$ cat src/rtl/result_uart_pkg.sv
// result_uart_pkg: shared state encoding, ASCII constants and nibble-to-hex helper
package result_uart_pkg;
  typedef enum logic [2:0] {IDLE, START, DATA, PARITY, STOP} state_t;
  localparam logic [7:0] ASCII_CR = 8'h0D;
  localparam logic [7:0] ASCII_LF = 8'h0A;
  localparam int NUM_CHARS = 10;
  function automatic logic [7:0] nibble_to_ascii(input logic [3:0] n);
    return n < 4'd10 ? {4'h3, n} : 8'h37 + {4'h0, n};
  endfunction
endpackage

$ cat src/rtl/result_uart_reporter_tx.sv
// uart_tx_byte: byte serializer, start/data_in accepted when ready, tx idles high
// Ports: clk, rst (sync, active-high), start, data_in[7:0] in; tx, ready out.
// ready is high in IDLE and in the last cycle of a stop bit, so a new byte can
// follow the previous stop bit with no idle gap.
// Macro RESULT_UART_PARITY_EN inserts an even-parity bit between data and stop.
module uart_tx_byte
  import result_uart_pkg::*;
#(
  parameter int CLKS_PER_BIT = 868
) (
  input  logic       clk,
  input  logic       rst,
  input  logic       start,
  input  logic [7:0] data_in,
  output logic       tx,
  output logic       ready
);
  localparam int CW = $clog2(CLKS_PER_BIT);
  state_t state_q, state_d;
  logic [CW-1:0] bit_cnt_q, bit_cnt_d;
  logic [2:0] bit_idx_q, bit_idx_d;
  logic [7:0] data_q, data_d;
  logic tx_q, tx_d, last;
  assign last = bit_cnt_q == CW'(CLKS_PER_BIT - 1);
  assign ready = state_q == IDLE || (state_q == STOP && last);
  assign tx = tx_q;
  always_comb begin
    state_d = state_q;
    bit_idx_d = bit_idx_q;
    data_d = data_q;
    tx_d = tx_q;
    bit_cnt_d = (state_q == IDLE || last) ? '0 : bit_cnt_q + 1'b1;
    case (state_q)
      IDLE: if (start) begin
        state_d = START;
        tx_d = 1'b0;
        data_d = data_in;
        bit_idx_d = 3'd0;
      end
      START: if (last) begin
        state_d = DATA;
        tx_d = data_q[0];
      end
      DATA: if (last) begin
        bit_idx_d = bit_idx_q + 3'd1;
        if (bit_idx_q == 3'd7) begin
`ifdef RESULT_UART_PARITY_EN
          state_d = PARITY;
          tx_d = ^data_q;
`else
          state_d = STOP;
          tx_d = 1'b1;
`endif
        end else tx_d = data_q[bit_idx_q + 3'd1];
      end
      PARITY: if (last) begin
        state_d = STOP;
        tx_d = 1'b1;
      end
      STOP: if (last) begin
        state_d = start ? START : IDLE;
        tx_d = ~start;
        data_d = start ? data_in : data_q;
      end
      default: state_d = IDLE;
    endcase
  end
  always_ff @(posedge clk) begin
    if (rst) begin
      state_q <= IDLE;
      bit_cnt_q <= '0;
      bit_idx_q <= '0;
      data_q <= '0;
      tx_q <= 1'b1;
    end else begin
      state_q <= state_d;
      bit_cnt_q <= bit_cnt_d;
      bit_idx_q <= bit_idx_d;
      data_q <= data_d;
      tx_q <= tx_d;
    end
  end
endmodule

$ cat src/rtl/result_uart_reporter.sv
// result_uart_reporter: on a done rising edge, sends mem_word_0 as 8 hex chars + CR LF over UART
// Ports: clk, reset (sync, active-high), done, mem_word_0[31:0] in;
//        tx (idle high), busy (capture until last stop bit ends), sent (1-cycle pulse) out.
// Macro RESULT_UART_PARITY_EN selects 8E1 framing instead of 8N1.
module result_uart_reporter
  import result_uart_pkg::*;
#(
  parameter int CLKS_PER_BIT = 868
) (
  input  logic        clk,
  input  logic        reset,
  input  logic        done,
  input  logic [31:0] mem_word_0,
  output logic        tx,
  output logic        busy,
  output logic        sent
);
  logic done_q, busy_q, busy_d, sent_q, sent_d;
  logic [3:0] char_idx_q, char_idx_d, next_idx;
  logic [31:0] word_q, word_d, src, shifted;
  logic capture, advance, more, start, ready;
  logic [7:0] char_data;
  always_comb begin
    capture = done && !done_q && !busy_q;
    advance = busy_q && ready;
    more = char_idx_q < 4'(NUM_CHARS - 1);
    start = capture || (advance && more);
    next_idx = capture ? 4'd0 : char_idx_q + 4'd1;
    // the first character is taken straight from mem_word_0 so tx can fall on the capture edge
    src = capture ? mem_word_0 : word_q;
    shifted = src << {next_idx, 2'b00};
    char_data = next_idx == 4'd8 ? ASCII_CR : next_idx == 4'd9 ? ASCII_LF : nibble_to_ascii(shifted[31:28]);
    char_idx_d = start ? next_idx : char_idx_q;
    word_d = capture ? mem_word_0 : word_q;
    sent_d = advance && !more;
    busy_d = capture || (busy_q && !sent_d);
  end
  always_ff @(posedge clk) begin
    if (reset) begin
      done_q <= 1'b0;
      busy_q <= 1'b0;
      sent_q <= 1'b0;
      char_idx_q <= '0;
      word_q <= '0;
    end else begin
      done_q <= done;
      busy_q <= busy_d;
      sent_q <= sent_d;
      char_idx_q <= char_idx_d;
      word_q <= word_d;
    end
  end
  uart_tx_byte #(.CLKS_PER_BIT(CLKS_PER_BIT)) u_tx (
    .clk(clk),
    .rst(reset),
    .start(start),
    .data_in(char_data),
    .tx(tx),
    .ready(ready)
  );
  assign busy = busy_q;
  assign sent = sent_q;
endmodule

$ cat config.mk
export PLATFORM = sky130hd
export DESIGN_NAME = result_uart_reporter
export DESIGN_NICKNAME = d
export VERILOG_FILES = /design/src/rtl/result_uart_pkg.sv /design/src/rtl/result_uart_reporter_tx.sv /design/src/rtl/result_uart_reporter.sv
export SDC_FILE = /design/constraint.sdc
export NUM_CORES = 1
export LEC_CHECK = 0
export CAP_MARGIN = 20
export CORE_ASPECT_RATIO = 1.5
export CORE_UTILIZATION = 32
export DETAILED_ROUTE_END_ITERATION = 6
export PLACE_DENSITY = 0.53
export SKIP_CTS_REPAIR_TIMING = 1
export SYNTH_ARGS = -nofsm -noshare
export SYNTH_HDL_FRONTEND = slang
export SYNTH_SLANG_ARGS = --single-unit
$ cat constraint.sdc
create_clock -name clk -period 7.4 [get_ports clk]
set_clock_uncertainty 0.05 [all_clocks]
set_input_delay 0.74 -clock clk [delete_from_list [all_inputs] [get_ports clk]]
set_output_delay 0.74 -clock clk [all_outputs]
set_load 0.005 [all_outputs]
Word level (Yosys, flattened, before mapping)
Cells that the tools add are included.
Widths: inputs -> output; s select.
{"block": "word_totals", "reg_bits": 64, "latchBits": 0, "ram_bits": 0, "rom_bits": 0, "inputBits": 35, "output_inout_bits": 3, "word_cells": 85, "memories": 0}
{"block": "op_classes", "add_sub_neg": 4, "mul": 0, "div": 0, "order_cmp": 3, "n_eq_ne": 14, "shift": 1, "n_mux": 28, "bitwise_logic": 1, "reduce_logical": 24}
{"cell": "$mux 32", "n": 1}
{"cell": "$shl 32x6->32", "n": 1}
{"cell": "$mux 3", "n": 8}
{"cell": "$mux 7", "n": 3}
{"cell": "$mux 8", "n": 2}
{"cell": "$pmux 8 s2", "n": 1}
{"cell": "$pmux 3 s5", "n": 1}
{"cell": "$ne 2x1->1 const B", "n": 6}
{"cell": "$reduce_and 6->1", "n": 2}
{"cell": "$add 10x1->10 const B", "n": 1}
{"cell": "$eq 10x10->1 const B", "n": 1}
{"cell": "$eq 4x4->1 const B", "n": 2}
{"cell": "$lt 4x4->1 const B", "n": 2}
{"cell": "$mux 1", "n": 8}
{"cell": "$add 6x4->7 const A", "n": 1}
{"cell": "$logic_and 1x1->1", "n": 7}
{"cell": "$eq 3x2->1 const B", "n": 2}
{"cell": "$eq 3x3->1 const B", "n": 2}
{"cell": "$pmux 3 s2", "n": 1}
{"cell": "$pmux 1 s5", "n": 1}
{"cell": "$reduce_bool 5->1", "n": 1}
{"cell": "$add 4x1->4 const B", "n": 1}
{"cell": "$logic_not 1->1", "n": 4}
{"cell": "$logic_or 1x1->1", "n": 4}
{"cell": "11 further kinds", "n": 12}

Depth between registers and ports, before layout
Gate-level depths: netlist (run 1).
{"block": "logic_depth", "ltp_word": 12, "depth_mapped": 12, "ltp_nobuf": 9}

Cells and area by module
Synthesis (run 1) repeated with hierarchy kept, for this count alone.
{"block": "hier_totals", "cells_unflattened": 365, "hier_area_um2": 3125.5}
{"module": "result_uart_reporter", "n_inst": 1, "cells_each": 230, "area_each_um2": 1920.6}
{"module": "uart_tx_byte", "n_inst": 1, "cells_each": 135, "area_each_um2": 1204.9}

Least setup slack after synthesis (run 1)
OpenSTA, ideal clock, no wires.
{"block": "synth_timing", "path_type": "register to register", "startpoint": "register char_idx_q[0]", "endpoint": "register u_tx.data_q[6]", "setup_time_ns": 0.117, "arrival_ns": 2.787, "required_ns": 7.233, "slack_ns": 4.446, "path_stages_with_launch": 11, "period_less_slack_ns": 2.954, "path_cell_list": "dfxtp_1 -> clkbuf_1 -> inv_1 -> ha_1 -> buf_4 -> mux4_2 -> mux2_2 -> a31oi_1 -> ha_1 -> o21ai_0 -> a32o_1"}
{"block": "synth_via", "elab_chain_cells": 10}
{"element": "start, declared", "line": "result_uart_reporter.sv:19", "rtl": "logic [3:0] char_idx_q, char_idx_d, next_idx;"}
{"element": "start signal, assigned", "line": "result_uart_reporter.sv:49", "rtl": "char_idx_q <= char_idx_d;"}
{"element": "$add 4x1->4", "line": "result_uart_reporter.sv:28", "rtl": "next_idx = capture ? 4'd0 : char_idx_q + 4'd1;"}
{"element": "$mux 4", "line": "result_uart_reporter.sv:28"}
{"element": "$shl 32x6->32", "line": "result_uart_reporter.sv:31", "rtl": "shifted = src << {next_idx, 2'b00};"}
{"element": "$add 6x4->7 or $lt 4x4->1 (tied branches)", "line": "result_uart_pkg.sv:8", "rtl": "return n < 4'd10 ? {4'h3, n} : 8'h37 + {4'h0, n};"}
{"element": "$mux 7", "line": "result_uart_pkg.sv:8"}
{"element": "$mux 7 (2 in series)", "line": "result_uart_reporter.sv:32", "rtl": "char_data = next_idx == 4'd8 ? ASCII_CR : next_idx == 4'd9 ? ASCII_LF : nibble_to_ascii(shifted[31:28]);"}
{"element": "$mux 8 (*)", "line": "result_uart_reporter_tx.sv:34, result_uart_reporter_tx.sv:63"}
{"element": "$mux 8", "line": "result_uart_reporter_tx.sv:60", "rtl": "STOP: if (last) begin"}
{"element": "$pmux 8 s2 (*)", "line": "result_uart_reporter_tx.sv:33", "rtl": "case (state_q)"}
{"element": "end signal, assigned", "line": "result_uart_reporter_tx.sv:79", "rtl": "data_q <= data_d;"}
{"element": "end, declared", "line": "result_uart_reporter_tx.sv:22", "rtl": "logic [7:0] data_q, data_d;"}
Every way passes the cells marked *; elsewhere a longest branch is shown, timed or not. The select of a mux whose other input is x is not followed.
A chain may end at the register's enable or synchronous reset.

Final worst setup path (run 1)
Ends and elaborated chain as after synthesis.

==> run_results.csv, run 1 <==
group,metric,value,unit
routing,wl_per_cell,13.45,microns
placed_design,place.gp.congestion,0.8691,
sta,relSlewSlack,34.10,%
clock_network,cts_buffers,9,
synthesis,synth_xor_area_share,4.111,%
finish,antenna_cells,0,
critical_path,r2r_cells,8,
synthesis,synth_mux_area_share,9.396,%
synthesis,synth_area_leaders,"dfxtp_1 (42%), nand2_1 (9.8%), a21oi_1 (6.9%)",
sta,max_freq,0.2820,GHz
grt,track_usage,15.80,%
routing,vias,2489,
placed_design,place_ws,3.815,ns
critical_path,end_kind,"flip-flop",
clock_network,worstSkewPairLatency,0.33,ns
min_path,hp-class,"reg -> reg",
die,io_pins,38,
synthesis,synth.largest_area_cell,"dfxtp_1",
routing,ant_nets,0,
clock_network,clk_pin_slew,0.05,ns
power,power.density,257.4,nW/um^2
finish,ff_latch_area,1261,sq um
min_path,min_from,"word_q[9]",
synthesis,synth_edf_count,0,
synthesis,synth_flop_cell,"dfxtp_1",
synthesis,synth-seq-cells,63,
die,die_w,80.83,microns
routing,drtIter0Drc,95,
sta,post-route-period-util,47.92,%
finish,nFillCells,945,
sta,drv_slew,0,
min_path,hold-path-cell-count,2,
finish,multi_input_area,1615,sq um
sta,finalSetupViolCount,0,
finish,drive_above_1_share,8.808,%
grt,grt_max_degree,57,
placed_design,dp_cells,480,
clock_network,cts_tree,"yes",
routing,drc,0,
critical_path,r2r_start,"char_idx_q[0]",
synthesis,synthAdderAreaFrac,2.517,%
synthesis,yosysTopAreaCellShare,42.28,%
routing,firstDrtPassIters,5,
grt,grt_pass1_vias,2454,
synthesis,synth_nets,391,
synthesis,synth_compound_area_share,15.39,%
die,num_rows,42,
sta,timing.final.hold_violations,0,
synthesis,avgSynthCellArea,8.522,sq um
routing,drt_wl_total,6672,microns
placed_design,place_hpwl,4824,microns
clock_network,cts_root_buffer,"clkbuf_16",
critical_path,cp_data_arrival_time,3.72,ns
synthesis,syn_area,2983,sq um
finish,nNetsFinal,422,
critical_path,required,7.57,ns
clock_network,cts_sinks,63,
grt,grt_overflow,0,
grt,grt_pass1_wl,11640,microns
synthesis,yosysSeqAreaShare,42.28,%
synthesis,synth-async-reset-ratio,0,%
finish,final_cell_mix,"nand2_1 (78), dfxtp_1 (63), a21oi_1 (41), clkdlybuf4s50_1 (36), nor2_1 (29)",
sta,fin_crit,3.546,ns
critical_path,worst-path-max-fanout,14,
sta,fin_ws,3.854,ns
sta,rsz0062_at_grt,"no",
routing,viasPerCell,5.018,
synthesis,synth-simple-area-share,22.53,%
min_path,hold_end,"word_q[9]",
flow_run,drv_cap,0,
synthesis,yosys_warnings,0,
power,total_power,0.0009696,W
grt,antenna_found_initial,0,
sta,worstMarginPinSlew,0.9885,ns
critical_path,crit_type,"reg -> reg",
sta,setup_tns,0,ns
clock_network,h-tree-depth,3,
die,initial_utilization,33.39,%
critical_path,worstSetupStartpointType,"flip-flop",
finish,syn2layout_area_growth,26.30,%
synthesis,synth_top_family_by_area,"simple AND/OR/NAND/NOR gates",
placed_design,port-buffer-count,37,
power,power.leakage,1.293,nW
critical_path,r2r-end,"u_tx.data_q[6]",
die,dieArea,9719,sq um
die,fp.dieH,120.2,microns
die,coreArea,8934,sq um
synthesis,syn_inst,350,
critical_path,crit_path_start,"char_idx_q[0]",
finish,finalNonFillerCells,496,
synthesis,ys_types,52,
clock_network,cts_buffer_depth,2,
power,ir_worst_vdd,0.1374,mV
run_status,status,"complete, no violations",
critical_path,r2r_setup_slack,3.85,ns
finish,final_common_cell,"nand2_1",
[per-layer routing]
| metal | share of wire [%] | vias up | global-route usage [%] | wire [microns] |
|---|---|---|---|---|
| met4 | 3.2 | 0 | 9.040 | 212 |
| met2 | 51 | 41 | 26.16 | 3391 |
| li1 | - | 1286 | - | - |
| met1 | 43 | 1144 | 18.13 | 2860 |
| met5 | 0 | - | 0 | 0 |
| met3 | 3.1 | 18 | 3.774 | 208 |
[worst max-delay path, cell delays in order, from the launching register on]
cell	delay [ns]
dfxtp_1	0.57
inv_1	0.19
ha_1	0.77
mux4_2	0.58
mux2_2	0.30
a31oi_1	0.31
ha_1	0.23
o21ai_0	0.16
a32o_1	0.28
[worst max path at each step]
stage | endpoint | slack (ns)
6_report | u_tx.data_q[6] | 3.85
5_1_grt | u_tx.data_q[6] | 3.52
4_1_cts | u_tx.data_q[6] | 3.79
3_5_place_dp | u_tx.data_q[6] | 3.81
3_3_place_gp | u_tx.data_q[6] | 3.96
2_1_floorplan | u_tx.data_q[6] | 4.45
[cell type report]
| type | count | share of cell area (%) |
|---|---|---|
| Timing Repair Buffer | 39 | 10.10 |
| Clock inverter | 7 | 3.222 |
| Tap cell | 110 | 3.653 |
| Clock buffer | 9 | 5.978 |
| Inverter | 7 | 0.6974 |
| Sequential cell | 63 | 33.48 |
| Multi-Input combinational cell | 261 | 42.88 |
[cells by family (layout without fill, tap and decap cells)]
family | Yosys count | after routing
AO/OA/AOI/OAI | 73 | 73
XOR/XNOR | 14 | 14
adder cells (fa/ha/maj) | 6 | 6
buffers and inverters | 26 | 62
flip-flops | 63 | 63
multiplexers | 19 | 19
AND/OR/NAND/NOR | 149 | 149
[through the flow]
step                utilization, %  instance area (sq um)  hold slack (ns)
finish                       42.17                   3767           0.4065
global route                 42.17                   3767           0.4306
CTS                          42.17                   3767           0.4093
detailed placement           38.29                   3421           0.4016
global placement             38.29                   3421           0.3909
floorplan                        -                   2983           0.3766
[sequential cells by signal (all words and copies together), names as in the netlist]
signal	count
word_q	32
char_idx_q	4
sent	1
u_tx.bit_idx_q	3
u_tx.tx	1
busy	1
u_tx.data_q	7
done_q	1
u_tx.bit_cnt_q	10
u_tx.state_q	3
[power by group]
group | internal (W) | switching (W)
logic | 0.0000555 | 0.0000571
registers | 0.000358 | 0.0000142
clock network | 0.000329 | 0.000155
[Yosys cell counts, drive strengths merged (2+ instances only)]
library cell  instances
nand4                 2
mux2i                10
a211oi                3
mux4                  7
nand3b                3
nand2                79
dfxtp                63
xnor2                 8
xor2                  6
and3                  2
mux2                  2
nor3b                 2
inv                   7
o211ai                3
a31oi                 2
nor2                 29
nor2b                 3
or4                   2
and2                  2
a32o                  2
ha                    6
o21a                  3
or2                   3
clkbuf               13
nor3                  7
o21ai                 9
nor4                  3
nand3                 7
a21oi                41
buf                   6
Power figures use the tool's default switching activity.
==> run 2, diff against run 1 <==
- clock period: 7.4 -> 3.4 ns (I/O delays scaled with it)
==> run_results.csv, run 2 (synthesis gave the netlist of run 1 again) <==
group,metric,value,unit
grt,grt_overflow,0,
grt,grt_pass1_vias,2535,
clock_network,cts_sinks,63,
grt,grt_max_degree,43,
critical_path,cp_data_arrival_time,3.05,ns
finish,nFillCells,948,
power,power.leakage,1.308,nW
finish,final_area,3776,sq um
sta,drv_slew,0,
power,ir_worst_vdd,0.2997,mV
finish,syn2layout_area_growth,26.59,%
routing,viasPerCell,5.012,
finish,drive_above_1_share,9.512,%
sta,worstMarginPinSlew,0.6209,ns
power,total_power,0.002065,W
finish,nNetsFinal,425,
routing,firstDrtPassIters,4,
grt,antenna_found_initial,0,
routing,vias,2501,
run_status,status,"complete, no violations",
critical_path,r2r-end,"u_tx.data_q[6]",
min_path,hold_end,"u_tx.data_q[5]",
clock_network,clk_pin_slew,0.05,ns
placed_design,place.gp.congestion,0.8362,
sta,fin_crit,2.878,ns
power,switchingPower,0.0004819,W
die,die_w,80.83,microns
flow_run,drv_cap,0,
die,coreArea,8934,sq um
sta,relSlewSlack,58.61,%
routing,wl_per_cell,13.79,microns
die,num_rows,42,
routing,drc,0,
power,power_frac_comb,12.3,%
placed_design,port-buffer-count,37,
power,intPower,0.001583,W
finish,largest-register,"word_q",
placed_design,place_hpwl,5072,microns
sta,finalSetupViolCount,0,
critical_path,worstSetupStartpointType,"flip-flop",
power,power.density,546.9,nW/um^2
routing,drtIter0Drc,120,
critical_path,worst-path-max-fanout,5,
critical_path,crit_path_start,"char_idx_q[1]",
finish,largest_reg_flops,32,
min_path,hp-class,"reg -> reg",
clock_network,cts_tree,"yes",
finish,finalNonFillerCells,499,
die,io_pins,38,
clock_network,cts_buffers,9,
finish,multi_input_area,1615,sq um
min_path,hold-path-cell-count,2,
min_path,min_from,"u_tx.data_q[5]",
finish,antenna_cells,0,
routing,ant_nets,0,
power,swShare,23.33,%
grt,track_usage,16.20,%
sta,hold_ws,0.3959,ns
finish,ff_latch_area,1261,sq um
finish,top_regs,"word_q: 32 flops, u_tx.bit_cnt_q: 10 flops, u_tx.data_q: 7 flops",
critical_path,r2r_setup_slack,0.52,ns
critical_path,crit_type,"reg -> reg",
die,fp.dieH,120.2,microns
placed_design,placed_cell_area,3443,sq um
finish,final_cell_mix,"nand2_1 (78), dfxtp_1 (63), a21oi_1 (41), clkdlybuf4s50_1 (36), nor2_1 (29)",
sta,setup_tns,0,ns
clock_network,h-tree-depth,3,
power,seq_power_share,39.2,%
sta,post-route-period-util,84.65,%
clock_network,worstSkewPairLatency,0.33,ns
sta,max_freq,0.3474,GHz
clock_network,cts_buffer_depth,2,
power,clkPwrFrac,48.5,%
die,dieArea,9719,sq um
placed_design,dp_cells,483,
critical_path,r2r_start,"char_idx_q[1]",
critical_path,r2r_cells,8,
critical_path,end_kind,"flip-flop",
routing,drt_wl_total,6880,microns
critical_path,required,3.57,ns
sta,rsz0062_at_grt,"no",
finish,final_common_cell,"nand2_1",
sta,timing.final.hold_violations,0,
die,initial_utilization,33.39,%
clock_network,cts_root_buffer,"clkbuf_16",
grt,grt_pass1_wl,11790,microns
==> run 2: cell types whose count changed in the layout (fill, tap and decap cells not counted), sizes merged <==
cell and delta:
buf +3, clkbuf +2, bufinv -1, clkinvlp -1
==> run 2: cell type report <==
cell class / instances / area share, %
repair buffers: 42 / 10.67
clock inverters: 5 / 2.121
clock buffers: 11 / 6.693
flip-flops and latches: 63 / 33.40
inverters: 7 / 0.6958
well taps: 110 / 3.645
multi-input cells: 261 / 42.78
==> run 2: per-stage QoR <==
stage	util, %	worst slack [ns]
final	42.27	0.5217
after global routing	42.27	0.2531
after CTS	42.27	0.4982
after detailed placement	38.54	0.5182
after global placement	38.54	0.5661
after floorplan	-	0.4456
==> run 2: how the worst max path moves through the flow <==
stage / slack, ns / endpoint
global route: 0.25 / u_tx.data_q[2]
CTS: 0.50 / u_tx.data_q[2]
floorplan: 0.45 / u_tx.data_q[6]
finish: 0.52 / u_tx.data_q[6]
global placement: 0.57 / u_tx.data_q[2]
detailed placement: 0.52 / u_tx.data_q[2]
==> run 2: critical path, stage by stage, from the launching register on <==
cell,delay [ns]
dfxtp_1,0.39
inv_1,0.06
ha_1,0.44
mux4_2,0.55
mux2_2,0.30
a31oi_1,0.30
ha_1,0.23
o21ai_0,0.16
a32o_1,0.28
==> run 2: power groups by stage <==
| stage | sequential (W) | combinational (W) | clock, W |
|---|---|---|---|
| final | 0.000809 | 0.000254 | 0.00100 |
| after global routing | 0.000813 | 0.000287 | 0.00106 |
| after CTS | 0.000809 | 0.000257 | 0.00102 |
| after detailed placement | 0.000825 | 0.000255 | 0 |
| after global placement | 0.000825 | 0.000252 | 0 |
| after floorplan | 0.000814 | 0.000170 | 0 |
==> run 2: layer usage <==
layer	wire, microns	track usage [%]	up-vias
met1	2964	18.00	1157
met2	3529	27.68	38
met5	0	0	-
met4	209	8.929	0
li1	-	-	1289
met3	177	3.849	17
==> run 3, diff against run 2 <==
- clock period: 3.4 -> 2.65 ns (I/O delays scaled with it)
==> run_results.csv, run 3 (synthesis gave the netlist of run 1 again) <==
group,metric,value,unit
finish,final_area,3979,sq um
critical_path,worstSetupStartpointType,"flip-flop",
grt,track_usage,16.65,%
power,power.leakage,1.419,nW
finish,nFillCells,884,
sta,setup_tns,0,ns
grt,met3_usage,4.528,%
finish,largest_reg_flops,32,
grt,use_met1,18.73,%
routing,vias,2587,
sta,max_freq,0.3961,GHz
clock_network,worstSkewPairLatency,0.33,ns
min_path,hp-class,"in -> reg",
power,clkPwrFrac,49.2,%
die,io_pins,38,
grt,grt_max_degree,31,
clock_network,h-tree-depth,3,
clock_network,cts_tree,"yes",
sta,fin_crit,2.525,ns
die,num_rows,42,
finish,ff_latch_area,1261,sq um
grt,grt_overflow,0,
power,power_frac_comb,13.3,%
power,seq_power_share,37.5,%
routing,viasPerCell,4.994,
routing,drtIter0Drc,104,
clock_network,cts_root_buffer,"clkbuf_16",
finish,syn2layout_area_growth,33.39,%
placed_design,place.gp.congestion,0.8123,
routing,drt_wl_total,7171,microns
power,power.density,694.2,nW/um^2
routing,drc,0,
sta,finalSetupViolCount,0,
finish,multi_input_area,1663,sq um
power,swShare,23.62,%
routing,firstDrtPassIters,4,
die,initial_utilization,33.39,%
placed_design,place_hpwl,5260,microns
finish,antenna_cells,0,
finish,final_common_cell,"nand2_1",
sta,hold_ws,0.3943,ns
routing,ant_nets,0,
finish,drive_above_1_share,14.71,%
sta,worstMarginPinSlew,0.5767,ns
critical_path,required,2.79,ns
critical_path,crit_type,"reg -> reg",
power,intPower,0.002109,W
sta,drv_slew,0,
grt,grt_pass1_wl,12050,microns
placed_design,placed_cell_area,3590,sq um
placed_design,port-buffer-count,37,
finish,largest-register,"word_q",
grt,grt_pass1_vias,2510,
grt,antenna_found_initial,0,
power,total_power,0.002762,W
die,fp.dieH,120.2,microns
die,die_w,80.83,microns
flow_run,drv_cap,0,
finish,top_regs,"word_q: 32 flops, u_tx.bit_cnt_q: 10 flops, u_tx.data_q: 7 flops",
clock_network,cts_buffer_depth,2,
critical_path,end_kind,"flip-flop",
critical_path,cp_data_arrival_time,2.67,ns
power,switchingPower,0.0006525,W
sta,post-route-period-util,95.27,%
die,coreArea,8934,sq um
clock_network,clk_pin_slew,0.06,ns
routing,wl_per_cell,13.84,microns
finish,nNetsFinal,444,
clock_network,cts_buffers,9,
power,ir_worst_vdd,0.5211,mV
sta,relSlewSlack,61.55,%
sta,timing.final.hold_violations,0,
grt,grt_busiest_layer,"met2",
clock_network,cts_sinks,63,
critical_path,worst-path-max-fanout,4,
die,dieArea,9719,sq um
grt,use_met2,28.15,%
run_status,status,"complete, no violations",
finish,final_cell_mix,"nand2_1 (78), dfxtp_1 (63), a21oi_1 (41), clkdlybuf4s50_1 (36), nor2_1 (29)",
## run 3: cell count changes in the layout (fill, tap and decap cells not counted), sizes merged
cell      previous run  this run
inv                  7         8
buf                  6        25
clkinv               1         2
clkinvlp             2         1
clkbuf              11         9
bufinv               2         3
## run 3: critical path, cell delays in order, from the launching register on
cell	delay, ns
dfxtp_1	0.31
buf_4	0.14
ha_1	0.19
xor2_1	0.29
mux4_2	0.61
a222oi_1	0.34
buf_4	0.19
xor2_1	0.16
a211oi_1	0.09
## run 3: final cells by class
| class | instances | share of cell area, % |
|---|---|---|
| clock buffer | 9 | 5.660 |
| clock inverter | 7 | 3.019 |
| inverter | 7 | 0.6604 |
| multi-input combinational | 261 | 41.79 |
| sequential | 63 | 31.70 |
| tap | 110 | 3.459 |
| timing repair buffer | 61 | 13.71 |
## run 3: metal layers
| metal | wire length (microns) | vias to the layer above |
|---|---|---|
| li1 | - | 1330 |
| met1 | 3008 | 1194 |
| met2 | 3715 | 48 |
| met3 | 264 | 15 |
| met4 | 182 | 0 |
| met5 | 0 | - |
## run 3: power groups by stage
| stage | clock, W | sequential (W) | combinational [W] |
|---|---|---|---|
| after floorplan | 0 | 0.00104 | 0.000227 |
| after global placement | 0 | 0.00106 | 0.000349 |
| final | 0.00136 | 0.00104 | 0.000368 |
| after CTS | 0.00139 | 0.00104 | 0.000357 |
| after global routing | 0.00144 | 0.00104 | 0.000407 |
| after detailed placement | 0 | 0.00106 | 0.000353 |
## run 3: final timing paths
check	start	to	slack [ns]	cells after the start
hold reg to reg	u_tx.data_q[5]	u_tx.data_q[5]	0.40	2
hold / removal	reset	word_q[23]	0.39	2
setup / recovery	char_idx_q[1]	u_tx.data_q[0]	0.13	8
setup reg to reg	char_idx_q[1]	u_tx.data_q[0]	0.13	8
## run 3: through the flow
step	instances	utilization [%]	worst slack [ns]
3_5_place_dp	499	40.18	0.08614
4_1_cts	515	44.05	0.06808
3_3_place_gp	499	40.18	0.1306
6_report	518	44.54	0.1254
5_1_grt	518	44.54	-0.02189
2_1_floorplan	350	-	0.003664
